==> config.mk <==
export PLATFORM = sky130hd
export DESIGN_NAME = mux_scan_sequencer_flat
export DESIGN_NICKNAME = d
export VERILOG_FILES = /design/src/rtl/mux_scan_sequencer_if.sv /design/src/rtl/mux_scan_sequencer.sv /design/src/flat_wrapper.sv
export SDC_FILE = /design/constraint.sdc
export NUM_CORES = 1
export LEC_CHECK = 0
export BUFFER_PORTS_ARGS = -buffer_cell sky130_fd_sc_hd__buf_4
export CORE_UTILIZATION = 47
export DETAILED_ROUTE_END_ITERATION = 7
export GPL_ROUTABILITY_DRIVEN = 0
export GPL_TIMING_DRIVEN = 0
export PLACE_DENSITY_LB_ADDON = 0.3
export SYNTH_ARGS = -nofsm -noshare
export SYNTH_HDL_FRONTEND = slang
export SYNTH_SLANG_ARGS = --single-unit
==> constraint.sdc <==
create_clock -name clk -period 2 [get_ports clk]
set_clock_uncertainty 0.05 [all_clocks]
set_input_delay 0.6 -clock clk [delete_from_list [all_inputs] [get_ports clk]]
set_output_delay 0.6 -clock clk [all_outputs]
set_load 0.005 [all_outputs]
==> src/rtl/mux_scan_sequencer_if.sv <==
// Bundle between the scan sequencer and the mux it drives.
// The master side supplies the controls and the mux output.
// The slave side (the sequencer) returns the select, the samples and the pulses.
interface mux_scan_sequencer_if #(
    parameter int DWELL_W = 8
);
    logic               en;
    logic [3:0]         mask;
    logic [DWELL_W-1:0] dwell;
    logic               y;
    logic [1:0]         s;
    logic [3:0]         samples;
    logic               strobe;
    logic               valid;

    modport master (
        output en, mask, dwell, y,
        input  s, samples, strobe, valid
    );

    modport slave (
        input  en, mask, dwell, y,
        output s, samples, strobe, valid
    );
endinterface

==> src/rtl/mux_scan_sequencer.sv <==
// Round-robin scan controller for a 4:1 mux.
// It holds each enabled channel for DWELL+1 cycles and then captures the mux output into that channel's sample bit.
// STROBE flags every capture. VALID flags the capture that closes a sweep.
module mux_scan_sequencer #(
    parameter int DWELL_W = 8
) (
    input  logic                clk,
    input  logic                rst,
    mux_scan_sequencer_if.slave bus
);

    typedef enum logic {
        ST_IDLE  = 1'b0,
        ST_DWELL = 1'b1
    } state_t;

    state_t             state_q, state_d;
    logic [DWELL_W-1:0] cnt_q, cnt_d;
    logic [1:0]         s_q, s_d;
    logic [3:0]         samples_q, samples_d;
    logic               strobe_q, strobe_d;
    logic               valid_q, valid_d;

    logic               run;
    logic [3:0]         above;
    logic [1:0]         next_ch;
    logic               wraps;

    // Lowest set bit index of a 4-bit vector (0 when empty).
    function automatic logic [1:0] lowest_set(input logic [3:0] v);
        logic [1:0] r;
        r = 2'd0;
        for (int i = 3; i >= 0; i--) begin
            if (v[i]) r = 2'(i);
        end
        return r;
    endfunction

    assign run = bus.en && (bus.mask != 4'b0000);

    // Channels that are enabled and sit strictly above the current select.
    for (genvar gi = 0; gi < 4; gi++) begin : g_above
        assign above[gi] = bus.mask[gi] && (s_q < 2'(gi));
    end

    // Advance within the sweep if possible; otherwise wrap to the lowest enabled channel.
    // A wrap is what marks the end of a sweep.
    assign wraps   = (above == 4'b0000);
    assign next_ch = wraps ? lowest_set(bus.mask) : lowest_set(above);

    // State register.
    always_ff @(posedge clk or posedge rst) begin
        if (rst) begin
            state_q <= ST_IDLE;
        end else begin
            state_q <= state_d;
        end
    end

    // Next-state logic: scanning continues only while enabled with a non-empty mask.
    always_comb begin
        state_d = state_q;
        case (state_q)
            ST_IDLE:  if (run)  state_d = ST_DWELL;
            ST_DWELL: if (!run) state_d = ST_IDLE;
            default:            state_d = ST_IDLE;
        endcase
    end

    // Output and datapath next values.
    // The >= compare means a lowered DWELL fires at once, so the counter never wraps.
    always_comb begin
        cnt_d     = cnt_q;
        s_d       = s_q;
        samples_d = samples_q;
        strobe_d  = 1'b0;
        valid_d   = 1'b0;
        case (state_q)
            ST_IDLE: begin
                cnt_d = '0;
                if (run) s_d = lowest_set(bus.mask);
            end
            ST_DWELL: begin
                if (!run) begin
                    cnt_d = '0;
                end else if (cnt_q >= bus.dwell) begin
                    samples_d[s_q] = bus.y;
                    strobe_d       = 1'b1;
                    valid_d        = wraps;
                    s_d            = next_ch;
                    cnt_d          = '0;
                end else begin
                    cnt_d = cnt_q + DWELL_W'(1);
                end
            end
            default: cnt_d = '0;
        endcase
    end

    // Datapath registers.
    always_ff @(posedge clk or posedge rst) begin
        if (rst) begin
            cnt_q     <= '0;
            s_q       <= 2'b00;
            samples_q <= 4'b0000;
            strobe_q  <= 1'b0;
            valid_q   <= 1'b0;
        end else begin
            cnt_q     <= cnt_d;
            s_q       <= s_d;
            samples_q <= samples_d;
            strobe_q  <= strobe_d;
            valid_q   <= valid_d;
        end
    end

    assign bus.s       = s_q;
    assign bus.samples = samples_q;
    assign bus.strobe  = strobe_q;
    assign bus.valid   = valid_q;

endmodule

==> src/flat_wrapper.sv <==
// flat-port wrapper written by rule: the top's interface ports become plain ports
module mux_scan_sequencer_flat 
#(
    parameter int DWELL_W = 8
)
  (clk, rst, bus_en, bus_mask, bus_dwell, bus_y, bus_s, bus_samples, bus_strobe, bus_valid);
  mux_scan_sequencer_if #(.DWELL_W(DWELL_W)) bus_i ();
  input  logic clk;
  input  logic rst;
  input wire logic [$bits(bus_i.en)-1:0] bus_en;
  input wire logic [$bits(bus_i.mask)-1:0] bus_mask;
  input wire logic [$bits(bus_i.dwell)-1:0] bus_dwell;
  input wire logic [$bits(bus_i.y)-1:0] bus_y;
  output wire logic [$bits(bus_i.s)-1:0] bus_s;
  output wire logic [$bits(bus_i.samples)-1:0] bus_samples;
  output wire logic [$bits(bus_i.strobe)-1:0] bus_strobe;
  output wire logic [$bits(bus_i.valid)-1:0] bus_valid;
  assign bus_i.en = bus_en;
  assign bus_i.mask = bus_mask;
  assign bus_i.dwell = bus_dwell;
  assign bus_i.y = bus_y;
  assign bus_s = bus_i.s;
  assign bus_samples = bus_i.samples;
  assign bus_strobe = bus_i.strobe;
  assign bus_valid = bus_i.valid;
  mux_scan_sequencer #(.DWELL_W(DWELL_W)) u_core (.clk(clk), .rst(rst), .bus(bus_i));
endmodule
==> results.md <==
- Most frequent cells after synthesis: 17 x dfrtp_1, 14 x inv_1, 11 x nor2_1
- First drt pass iteration count: 3
- Most common cell in the netlist: dfrtp_1
- Die Y-Extent: 48.9 µm
- Post-synth cell types: 31
- Reg2reg setup slack: 50 ps
- Final wirelength: 2.00 mm
- Worst Path Buf+Inv: 0
- DR vias/cell: 5.18
- Post-DP Area: 0.00131 mm²
- Async SR Flop Fraction: 1.00
- Worst r2r dst: u_core.bus.samples[3]
- CP max-delay cell: dfrtp_2
- CP delay by family, top: flip-flops
- Critical Path, Cell by Cell: ha_4 > and3_4 > o211ai_1 > o21ai_2 > nand4_1 > mux2_4
- Critical path class: reg -> reg
- FF-to-FF Start: u_core.cnt_q[6]
- Setup_tns: 0 ps
- Dominant synthesized flop cell: dfrtp_1
- CTS sink cnt: 17
- Number of synthesized register bits: 17
- Relative slew margins: 0.582
- Overall Power: 0.748 mW
- Die area: 0.00239 mm²
- Final Cycle Share: 0.976
- Fin. Hold Viols: 0
- Initial antenna violation count: 0
- Max FO, Critical Path: 6
- Tmin final: 1950 ps
- Cells after synthesis: 101
- Slew Limit Fails: 0
- Hold Slack: 317 ps
- Pwr Density: 536 mW/mm²
- Proportion of layout cells with a drive suffix above 1: 0.398
- Mapped cell area: 0.00103 mm²
- Final setup vio count: 0
- Antenna cells: 0
- EDFF count, synth: 0
- Vias in the first global route: 799
- Grt ovf: 0
- Vias: 829
- Top-area cell type share of the netlist area: 0.411
- Met2 GRT Util: 0.319
- Initial DRC Count: 14
- Core footprint: 0.00202 mm²
- Worst-Margin Slew: 624 ps
- Root Buffer: clkbuf_4
- CTS tree: yes
- IO Count: 24
- Met1 GRT Util: 0.232
- Antenna-violating nets left: 0
- Starting Density: 0.512
- Hold-fix buffers, CTS: 0
- Seq/Total Area, Yosys: 0.411
- HP Class: in -> async
- Post-Syn Area per Cell: 10.2 µm²
- Worst-path clk slew: 90 ps
- Buffers on Ports: 23
- Area leader, netlist: dfrtp_1
- Fin area: 0.00140 mm²
- Static Leak: 0.695 nW
- Synth area leaders: dfrtp_1 41%, ha_1 11%, inv_1 5.1%
- First-pass GRT wire length: 3.43 mm
- DP Wirelength: 1.55 mm
- Die width: 48.9 µm
- Setup crit end kind: register
- Row cnt: 16
- Area Overhead vs Synth: 34.9%
- Largest net degree at the start of global routing: 18
- VDD IR max: 0.000475 V
- Slowest stage delay, CP: 430 ps
- GR Util met3: 0.0748
- Maxcap violations: 0
- H-tree depth: 1
- Global-route usage over all layers: 0.192
- CP Launch Type: register
- Fin nets: 159
- Syn nets: 126
- DRC viols: 0
- Drt wl/cell: 12.5 µm
- RSZ-0062 raised after global routing: yes
- Cts bufs inserted: 3
- YS warnings: 0
- Critical path required time: 2140 ps
- Bufs on Longest Clock Path: 2
- R2R cell count: 6
- Cells after DPL: 151
- Worst Path Arrival: 2090 ps
- Max Fclk: 512 MHz
- GRT busiest layer: met2
- Result of the run: complete, no violations
- Clk Latency, worst-skew pair: 290 ps
- Final std cells w/o fill: 160
[cell type report]
type	count	area (µm²)
inverters	14	52.6
fillers	164	626
plain buffers	2	7.51
multi-input cells	68	636
repair buffers	28	210
clock buffers	3	22.5
flip-flops and latches	17	429
well taps	27	33.8
clock inverters	1	5.00
[flip-flops by register name (all words and copies together), names as in the netlist]
name                count
u_core.cnt_q            8
u_core.bus.samples      4
u_core.state_q          1
u_core.bus.s            2
u_core.bus.valid        1
u_core.bus.strobe       1
[how the worst max path moves through the flow]
stage	from	endpoint	slack, ps	cells after the start
2_1_floorplan	bus_dwell[7]	u_core.bus.samples[2]	3	7
3_3_place_gp	bus_dwell[7]	u_core.bus.samples[2]	-220	8
3_5_place_dp	bus_dwell[5]	u_core.bus.samples[3]	-250	8
4_1_cts	u_core.cnt_q[5]	u_core.bus.samples[3]	10	6
5_1_grt	u_core.cnt_q[6]	u_core.bus.samples[3]	-20	6
6_report	u_core.cnt_q[6]	u_core.bus.samples[3]	50	6
[metal layers]
| layer | share of wire | vias to the layer above | routed length, µm |
|---|---|---|---|
| met1 | 0.44 | 392 | 884 |
| met5 | 0 | - | 0 |
| li1 | - | 415 | - |
| met2 | 0.50 | 17 | 1000 |
| met4 | 0.0085 | 0 | 17 |
| met3 | 0.046 | 5 | 91 |
[cells by family (layout without fill, tap and decap cells)]
| logic type | after synthesis | in the layout | synth area share |
|---|---|---|---|
| buffers and inverters | 16 | 48 | 0.0580 |
| and+or+nand+nor | 28 | 28 | 0.143 |
| muxes | 7 | 7 | 0.0725 |
| AOI/OAI and AO/OA | 18 | 18 | 0.156 |
| adders and majority gates | 9 | 9 | 0.109 |
| DFF | 17 | 17 | 0.411 |
| xor gates and xnor gates | 6 | 6 | 0.0508 |
[stage by stage]
step	util	setup slack (ps)
CTS	0.665	10.2
global placement	0.647	-216
global route	0.691	-16.6
detailed placement	0.647	-248
finish	0.691	47.7
floorplan	-	3.06
[where the power goes]
group	switching (mW)	internal, mW
Clock	0.102	0.0745
Sequential	0.0110	0.361
Combinational	0.102	0.0974
[cell usage in the layout (no fill, tap or decap), drive strengths merged, types with 2 or more instances in the layout]
cell,synthesis,layout
xor2,5,5
buf,0,28
mux2i,3,3
o21a,2,2
and3,3,3
and2,2,2
nand3,6,6
o211ai,2,2
nor2,11,11
dfrtp,17,17
nand4,2,2
ha,9,9
inv,14,14
mux2,4,4
a21oi,3,3
o21ai,2,2
clkbuf,2,5
nand2b,2,2
[repair_timing]
item	in CTS	in global routing
pin swaps	1	3
buffers inserted	1	4
gates resized for setup	1	6
setup endpoints to repair	3	5
No activity file was read; power rests on OpenSTA's default activity.
